## src/rtl/ps2_pkg.sv

```systemverilog
// Shared PS/2 definitions: deframer state encoding, frame geometry and the
// scancode prefixes also used by the downstream keyboard FSM.
package ps2_pkg;

    typedef enum logic [1:0] {
        ST_IDLE  = 2'd0,
        ST_SHIFT = 2'd1,
        ST_CHECK = 2'd2
    } frame_state_t;

    localparam int PS2_FRAME_BITS   = 11;
    // Bits captured after the start bit: 8 data, parity, stop.
    localparam int PS2_PAYLOAD_BITS = PS2_FRAME_BITS - 1;

    localparam logic [7:0] BREAK_CODE = 8'hF0;
    localparam logic [7:0] EXT_CODE   = 8'hE0;

    // payload[7:0] = data, payload[8] = parity, payload[9] = stop.
    function automatic logic frame_ok(input logic [PS2_PAYLOAD_BITS-1:0] payload);
        return (^payload[8:0]) && payload[9];
    endfunction

endpackage

```

## src/rtl/ps2_sync_fifo.sv

```systemverilog
// Synchronous FIFO with a registered first-word-fall-through head. A pop and
// push on a full FIFO in the same cycle are both honoured.
module ps2_sync_fifo #(
    parameter int DEPTH = 8,
    parameter int WIDTH = 8
) (
    input  logic                     clk,
    input  logic                     clr,
    input  logic                     push,
    input  logic                     pop,
    input  logic [WIDTH-1:0]         wr_data,
    output logic [WIDTH-1:0]         head,
    output logic                     full,
    output logic                     empty,
    output logic [$clog2(DEPTH):0]   count
);

    localparam int AW = $clog2(DEPTH);
    localparam logic [AW:0] FULL_CNT = (AW + 1)'(DEPTH);
    localparam logic [AW:0] ONE_CNT  = (AW + 1)'(1);

    logic [WIDTH-1:0] mem [DEPTH];
    logic [AW-1:0]    rd_ptr;
    logic [AW-1:0]    wr_ptr;
    logic [AW-1:0]    rd_ptr_next;
    logic [WIDTH-1:0] head_next;
    logic             do_push;
    logic             do_pop;

    assign empty       = (count == '0);
    assign full        = (count == FULL_CNT);
    assign do_pop      = pop & ~empty;
    assign do_push     = push & (~full | do_pop);
    assign rd_ptr_next = do_pop ? rd_ptr + 1'b1 : rd_ptr;

    always_ff @(posedge clk) begin
        if (do_push) begin
            mem[wr_ptr] <= wr_data;
        end
    end

    always_ff @(posedge clk) begin
        if (clr) begin
            rd_ptr <= '0;
            wr_ptr <= '0;
            count  <= '0;
        end else begin
            if (do_push) begin
                wr_ptr <= wr_ptr + 1'b1;
            end
            rd_ptr <= rd_ptr_next;
            case ({do_push, do_pop})
                2'b10:   count <= count + 1'b1;
                2'b01:   count <= count - 1'b1;
                default: count <= count;
            endcase
        end
    end

    // The slot being written is never the next head unless the FIFO holds
    // exactly one entry (or none), so those cases bypass the incoming byte.
    always_comb begin
        head_next = head;
        if (do_pop) begin
            if (count != ONE_CNT) begin
                head_next = mem[rd_ptr_next];
            end else if (do_push) begin
                head_next = wr_data;
            end
        end else if (empty && do_push) begin
            head_next = wr_data;
        end
    end

    always_ff @(posedge clk) begin
        if (clr) begin
            head <= '0;
        end else begin
            head <= head_next;
        end
    end

endmodule

```

## src/rtl/ps2_frame_rx.sv

```systemverilog
// PS/2 device-to-host receiver: synchronises the pad signals, deframes
// 11-bit frames and buffers accepted bytes for the scancode FSM.
module ps2_frame_rx
    import ps2_pkg::*;
#(
    parameter int FIFO_DEPTH     = 8,
    parameter int TIMEOUT_CYCLES = 50000,
    parameter int ERR_CNT_W      = 8
) (
    input  logic                 clk,
    input  logic                 clr,
    input  logic                 ps2_clk,
    input  logic                 ps2_data,
    input  logic                 nextdata_n,
    output logic [7:0]           data,
    output logic                 ready,
    output logic                 overflow,
    output logic                 sampling,
    output logic                 frame_err,
    output logic [ERR_CNT_W-1:0] err_count
);

    localparam int IDLE_W = $clog2(TIMEOUT_CYCLES + 1);
    localparam logic [IDLE_W-1:0] IDLE_LIMIT = IDLE_W'(TIMEOUT_CYCLES);
    localparam logic [3:0] LAST_BIT = 4'(PS2_PAYLOAD_BITS - 1);

    logic [2:0]                  clk_sync;
    logic [1:0]                  data_sync;
    logic                        fall_det;
    logic                        bit_in;

    frame_state_t                state;
    frame_state_t                state_next;
    logic [3:0]                  bit_cnt;
    logic [PS2_PAYLOAD_BITS-1:0] shift_reg;
    logic [IDLE_W-1:0]           idle_cnt;
    logic                        timeout;
    logic                        accept;
    logic                        reject;

    logic                        pop_req;
    logic                        fifo_full;
    logic                        fifo_empty;
    logic [$clog2(FIFO_DEPTH):0] fifo_count;

    // Flops preset to 1 so a reset never fabricates a falling edge on an idle bus.
    always_ff @(posedge clk) begin
        if (clr) begin
            clk_sync  <= 3'b111;
            data_sync <= 2'b11;
            sampling  <= 1'b0;
        end else begin
            clk_sync  <= {clk_sync[1:0], ps2_clk};
            data_sync <= {data_sync[0], ps2_data};
            sampling  <= fall_det;
        end
    end

    assign fall_det = clk_sync[2] & ~clk_sync[1];
    assign bit_in   = data_sync[1];
    assign timeout  = (state == ST_SHIFT) && (idle_cnt == IDLE_LIMIT);

    always_ff @(posedge clk) begin
        if (clr) begin
            state <= ST_IDLE;
        end else begin
            state <= state_next;
        end
    end

    always_comb begin
        state_next = state;
        case (state)
            ST_IDLE: begin
                if (fall_det && !bit_in) begin
                    state_next = ST_SHIFT;
                end
            end
            ST_SHIFT: begin
                if (timeout) begin
                    state_next = ST_IDLE;
                end else if (fall_det && (bit_cnt == LAST_BIT)) begin
                    state_next = ST_CHECK;
                end
            end
            ST_CHECK: state_next = ST_IDLE;
            default:  state_next = ST_IDLE;
        endcase
    end

    always_comb begin
        accept = 1'b0;
        reject = timeout;
        if (state == ST_CHECK) begin
            accept = frame_ok(shift_reg);
            reject = ~frame_ok(shift_reg);
        end
    end

    // Bits arrive LSB first, so shifting right leaves data in [7:0],
    // parity in [8] and stop in [9] once the frame is complete.
    always_ff @(posedge clk) begin
        if (clr) begin
            bit_cnt   <= '0;
            shift_reg <= '0;
            idle_cnt  <= '0;
        end else begin
            case (state)
                ST_SHIFT: begin
                    if (fall_det) begin
                        shift_reg <= {bit_in, shift_reg[PS2_PAYLOAD_BITS-1:1]};
                        bit_cnt   <= bit_cnt + 1'b1;
                        idle_cnt  <= '0;
                    end else begin
                        idle_cnt  <= idle_cnt + 1'b1;
                    end
                end
                default: begin
                    bit_cnt  <= '0;
                    idle_cnt <= '0;
                end
            endcase
        end
    end

    assign pop_req = ~nextdata_n;
    assign ready   = (fifo_count != '0);

    always_ff @(posedge clk) begin
        if (clr) begin
            frame_err <= 1'b0;
            err_count <= '0;
            overflow  <= 1'b0;
        end else begin
            frame_err <= reject;
            if (reject && !(&err_count)) begin
                err_count <= err_count + 1'b1;
            end
            if (accept && fifo_full && !(pop_req && !fifo_empty)) begin
                overflow <= 1'b1;
            end
        end
    end

    ps2_sync_fifo #(
        .DEPTH (FIFO_DEPTH),
        .WIDTH (8)
    ) u_fifo (
        .clk     (clk),
        .clr     (clr),
        .push    (accept),
        .pop     (pop_req),
        .wr_data (shift_reg[7:0]),
        .head    (data),
        .full    (fifo_full),
        .empty   (fifo_empty),
        .count   (fifo_count)
    );

endmodule

```

## config.mk

```make
export PLATFORM = sky130hd
export DESIGN_NAME = ps2_frame_rx
export DESIGN_NICKNAME = d
export VERILOG_FILES = /design/src/rtl/ps2_pkg.sv /design/src/rtl/ps2_sync_fifo.sv /design/src/rtl/ps2_frame_rx.sv
export SDC_FILE = /design/constraint.sdc
export NUM_CORES = 1
export LEC_CHECK = 0
export BUFFER_PORTS_ARGS = -buffer_cell sky130_fd_sc_hd__buf_4
export CORE_UTILIZATION = 50
export DETAILED_ROUTE_END_ITERATION = 8
export PLACE_DENSITY = 0.7
export SETUP_SLACK_MARGIN = 0.3
export SYNTH_ARGS = -nofsm -noshare
export SYNTH_HDL_FRONTEND = slang
export SYNTH_HIERARCHICAL = 1
export SYNTH_SLANG_ARGS = --single-unit
```

## constraint.sdc

```tcl
create_clock -name clk -period 3.9 [get_ports clk]
set_input_delay 0.39 -clock clk [delete_from_list [all_inputs] [get_ports clk]]
set_output_delay 0.39 -clock clk [all_outputs]
set_load 0.01 [all_outputs]
```

# Word level (Yosys, flattened, before mapping)
# Memories as Yosys holds them, arrays and structs flattened.
# Index checks and enable logic that the tools add are counted.
dict set report word_totals {
  ff_bits 66
  mem_bits_rw 64
  output_inout_bits 20
  n_memories 1
  elab_cells 82
  input_bits 5
}
dict set report classes {
  n_bitwise 10
  muxes 14
  eq_ne 11
  add_sub_neg 7
  reduce_logical 25
}
# memory words word_bits rd rd_ports_with_merged_regs write_ports line_no
set memory_table {}
lappend memory_table {u_fifo.mem 8 8 1 0 1 ps2_sync_fifo.sv:22} ;# logic [WIDTH-1:0] mem [DEPTH];
# op n
set op_table {}
lappend op_table {{8-bit two-way mux} 4}
lappend op_table {{16-bit by 1-bit adder with 16-bit output (second input constant)} 1}
lappend op_table {{16-bit == test (second input constant)} 1}
lappend op_table {{1-bit logical AND} 9}
lappend op_table {{9-bit parity} 1}
lappend op_table {{4-bit by 1-bit adder with 4-bit output (second input constant)} 2}
lappend op_table {{8-bit by 1-bit adder with 8-bit output (second input constant)} 1}
lappend op_table {{4-bit == test (second input constant)} 2}
lappend op_table {{4-bit case mux with 2 select lines} 1}
lappend op_table {{8-bit AND reduction} 1}
lappend op_table {{3-bit by 1-bit adder with 3-bit output (second input constant)} 2}
lappend op_table {{2-bit two-way mux} 3}
lappend op_table {{3-bit by 2-bit != test with 1-bit output (second input constant)} 2}
lappend op_table {{1-bit inverter} 6}
lappend op_table {{2-bit AND reduction} 3}
lappend op_table {{2-bit by 1-bit == test with 1-bit output (second input constant)} 2}
lappend op_table {{2-bit == test (second input constant)} 2}
lappend op_table {{1-bit zero test} 4}
lappend op_table {{4-bit zero test} 1}
lappend op_table {{1-bit two-way mux} 4}
lappend op_table {{4-bit by 1-bit != test with 1-bit output (second input constant)} 1}
lappend op_table {{2-bit case mux with 2 select lines} 1}
lappend op_table {{2-bit nonzero test} 2}
lappend op_table {{4-bit nonzero test} 1}
lappend op_table {{other kinds (8)} 10}

# Depth between registers and ports, before layout
dict set report logic_depth {
  depth_word 8
  ltp_mapped 10
  mapped_depth_nobuf 8
}

# Hierarchy
# The synthesis kept the hierarchy.
# module seq_area_each_um2 cells_each area_each_um2 n_inst
set by_module_without_submodules {}
lappend by_module_without_submodules {ps2_sync_fifo 2282.2 261 3662.3 1}
lappend by_module_without_submodules {ps2_frame_rx 960.9 238 2104.5 1}

# Worst setup path before layout
# Ideal clock, no wire load.
dict set report synth_timing {
  kind {register to register}
  start {reg shift_reg[0]}
  end {mem u_fifo.mem[0][0], enable pin}
  synth_period_minus_slack_ps 3527
  path_slack_ps 373
  path_buffers 1
  arrival_ps 3133
  t_required_ps 3505
  setup_time_ps 395
  stages_incl_launch_ff 8
  path_cell_list {dfxtp_1 > xnor3_1 > or2_2 > mux2i_1 > clkbuf_1 > nor2b_1 > o21ai_0 > nor4_1}
}
dict set report synth_via {
  elab_chain_cells 6
}
# element line_no
set synth_lines {}
lappend synth_lines {{start, declared} ps2_frame_rx.sv:35} ;# logic [PS2_PAYLOAD_BITS-1:0] shift_reg;
lappend synth_lines {{start signal, assigned} ps2_frame_rx.sv:111} ;# shift_reg <= {bit_in, shift_reg[PS2_PAYLOAD_BITS-1:1]};
lappend synth_lines {{9-bit parity} ps2_pkg.sv:20} ;# return (^payload[8:0]) && payload[9];
lappend synth_lines {{1-bit logical AND} ps2_pkg.sv:20}
lappend synth_lines {{1-bit two-way mux} ps2_frame_rx.sv:94} ;# if (state == ST_CHECK) begin
lappend synth_lines {{via accept} ps2_frame_rx.sv:38} ;# logic accept;
lappend synth_lines {{1-bit bitwise AND} ps2_sync_fifo.sv:33} ;# assign do_push = push & (~full | do_pop);
lappend synth_lines {{1-bit two-way mux} ps2_sync_fifo.sv:37} ;# if (do_push) begin
lappend synth_lines {{1-bit two-way mux (implied by the code)} ps2_sync_fifo.sv:38} ;# mem[wr_ptr] <= wr_data;
lappend synth_lines {{end, declared} ps2_sync_fifo.sv:22}
# The timed path passes the listed nets, and every way through them passes these cells.

# Final worst setup path
dict set report layout_timing {
  start {reg shift_reg[0]}
  end {mem u_fifo.mem[7][2], enable pin}
}
# The elaborated chain is that of the path after synthesis.

==> results.json <==
{
  "critPathTopFamily": "simple AND/OR/NAND/NOR gates",
  "grt_usage": 0.226,
  "worstMarginPinSlew_ns": 0.873,
  "routedWlPerCell_um": 17.8,
  "slew_violations": 0,
  "final_hold_viol_count": 0,
  "wl_mm": 12.3,
  "synth-seq-cells": 130,
  "post_cts_buffers": 0,
  "clkLatencyLatePin_ns": 0.41,
  "die-area_mm2": 0.0120,
  "synthCells": 499,
  "holdBufCountCts": 0,
  "antenna_cells": 0,
  "cp_slowest_stage_delay_ns": 0.60,
  "grt_pass1_vias": 3927,
  "yosysTopAreaCell": "edfxtp_1",
  "overflow": 0,
  "clockBufferDepth": 2,
  "fin_util": 0.614,
  "dr_total_vias": 3951,
  "synth_area_per_cell_um2": 11.6,
  "place.gp.congestion": 0.817,
  "drt_pre_antenna_iters": 4,
  "grt_max_degree": 64,
  "layout-drive-gt1-share": 0.184,
  "dr.first_iter.drc_count": 296,
  "antenna_found_initial": 0,
  "area_growth_pct": 17.4,
  "io_buffers": 24,
  "fin_tns_setup_ns": 0,
  "status": "completed",
  "seq_area_mm2": 0.00324,
  "synth_area_mm2": 0.00577,
  "ys_seq_area_frac": 0.562,
  "fin_cells": 688,
  "cap_violations": 0,
  "async_flop_share": 0,
  "crit_fanout": 12,
  "clk_pin_slew_worst_paths_ns": 0.06,
  "cp-start-kind": "flip-flop",
  "pwr_density_cell_mw_per_mm2": 656,
  "synthFlopType": "dfxtp_1",
  "start_util": 0.523,
  "fmax_mhz": 310,
  "final_area_mm2": 0.00677,
  "min_path_type": "input port to flip-flop",
  "critPathBufInv": 1,
  "cts_resized": 0,
  "dp_cells": 656,
  "critPathSlowestCell": "nor2_1",
  "min_period_ns": 3.22,
  "synth_common_cells": "dfxtp_1 (66), edfxtp_1 (64), nand2_1 (44)",
  "rows": 38,
  "ys_types": 56,
  "final_antenna_net_count": 0,
  "num_io_pins": 25,
  "slew_headroom": 0.418,
  "hpwlAfterDp_mm": 7.72,
  "skew_ns": 0.00903,
  "h-tree-depth": 4,
  "synth_edf_count": 64,
  "p_leak_nw": 2.41,
  "ys_top_cells_by_area": "edfxtp_1 (33%), dfxtp_1 (23%), mux2_2 (2.9%)",
  "grt_pass1_wl_mm": 19.9,
  "die_w_um": 109,
  "max-vdd-ir-drop_mv": 0.451,
  "numCtsBuffers": 17,
  "nFillCells": 897,
  "ys_warn_count": 6,
  "coreArea_mm2": 0.0110,
  "synth.most_common_cell": "dfxtp_1",
  "fin_crit_sh": 0.827,
  "multiInputGateArea_mm2": 0.00232,
  "setup_viol": 0,
  "p_total_mw": 4.44,
  "drcViolationCount": 0,
  "syn_nets": 514,
  "avgViaCountPerCell": 5.74,
  "die_y_um": 109,
  "worstPathArrival_ns": 3.27,
  "cp.required_ns": 3.94,
  "cts-root-buf": "clkbuf_16",
  "synth.top_cell.area_share": 0.333,
  "rsz0062_at_grt": "false",
  "largest_reg_flops": 64,
  "r2r_slack_ns": 0.68,
  "placed_area_mm2": 0.00610,
  "crit_path_end_kind": "flip-flop",
  "clock-sinks": 130,
  "crit_type": "flip-flop to flip-flop",
  "crit_path_cell_trace": "xnor3_1, or2_2, mux2i_1, buf_4, nor2b_1, o21a_1, nand2_1, nor2_1",
  "final_nets": 550,
  "cts_tree": "built"
}
-- placed cells by master, fill, tap and decap left out, drive strengths merged, types with 4 or more instances in the layout --
cell type	instances
nor2	41
nand3	15
inv	13
a21oi	16
nor4b	16
o32ai	8
or4	4
ha	10
buf	42
and2	9
mux2i	10
nor2b	9
o211ai	5
xnor2	10
clkbuf	22
nand2b	8
xor2	13
and3	6
dfxtp	66
nand2	44
o22ai	19
nor3	13
mux2	27
or2	7
edfxtp	64
a211oi	4
bufinv	5
clkinv	5
-- stage by stage --
stage	setup slack, ns	hold WS [ns]
floorplan	0.373	0.389
finish	0.675	0.155
global placement	0.928	0.393
detailed placement	0.764	0.395
CTS	0.704	0.145
global route	0.556	0.142
-- cells by family (layout without fill, tap and decap cells) --
logic type | Yosys count | in the layout | synth area share
compound gates | 68 | 68 | 0.0851
xor+xnor | 25 | 25 | 0.0427
fa+ha+maj | 10 | 10 | 0.0217
buf+inv | 38 | 87 | 0.0358
flops | 130 | 130 | 0.562
mux | 37 | 37 | 0.0701
simple gates | 191 | 191 | 0.182
-- path summary, 6_finish.rpt --
kind | cells past startpoint | from | to
setup / recovery | 8 | shift_reg[0] | u_fifo/mem[7][2]
hold / removal | 2 | ps2_data | data_sync[0]
setup reg to reg | 8 | shift_reg[0] | u_fifo/mem[7][2]
hold reg to reg | 1 | data_sync[0] | data_sync[1]
-- power by group --
part | total, mW | switching, mW | internal (mW)
Clock | 1.78 | 0.564 | 1.22
Combinational | 1.10 | 0.622 | 0.479
Sequential | 1.56 | 0.0713 | 1.49
Total | 4.44 | 1.26 | 3.19
-- layout make-up --
class | instances | area share
multi-input cells | 331 | 0.342
clock inverters | 10 | 0.0257
flip-flops and latches | 130 | 0.479
clock buffers | 22 | 0.0734
well taps | 140 | 0.0259
inverters | 13 | 0.00721
repair buffers | 42 | 0.0466
-- metal layers --
metal | up-vias | GRT usage | part of all wire | routed length, µm
li1 | 1905 | - | - | -
met1 | 1942 | 0.281 | 0.44 | 5370
met2 | 85 | 0.377 | 0.50 | 6160
met3 | 19 | 0.0539 | 0.040 | 495
met4 | 0 | 0.0962 | 0.020 | 250
met5 | - | 0 | 0 | 0
-- worst register-to-register path, delay by kind of cell, from the launching register on --
kind,cells,cell delay (ns)
and+or+nand+nor,4,1.27
DFF,1,0.52
xor gates and xnor gates,1,0.48
AOI/OAI and AO/OA,1,0.23
buffers and inverters,1,0.20
muxes,1,0.15
Power figures use the tool's default switching activity.
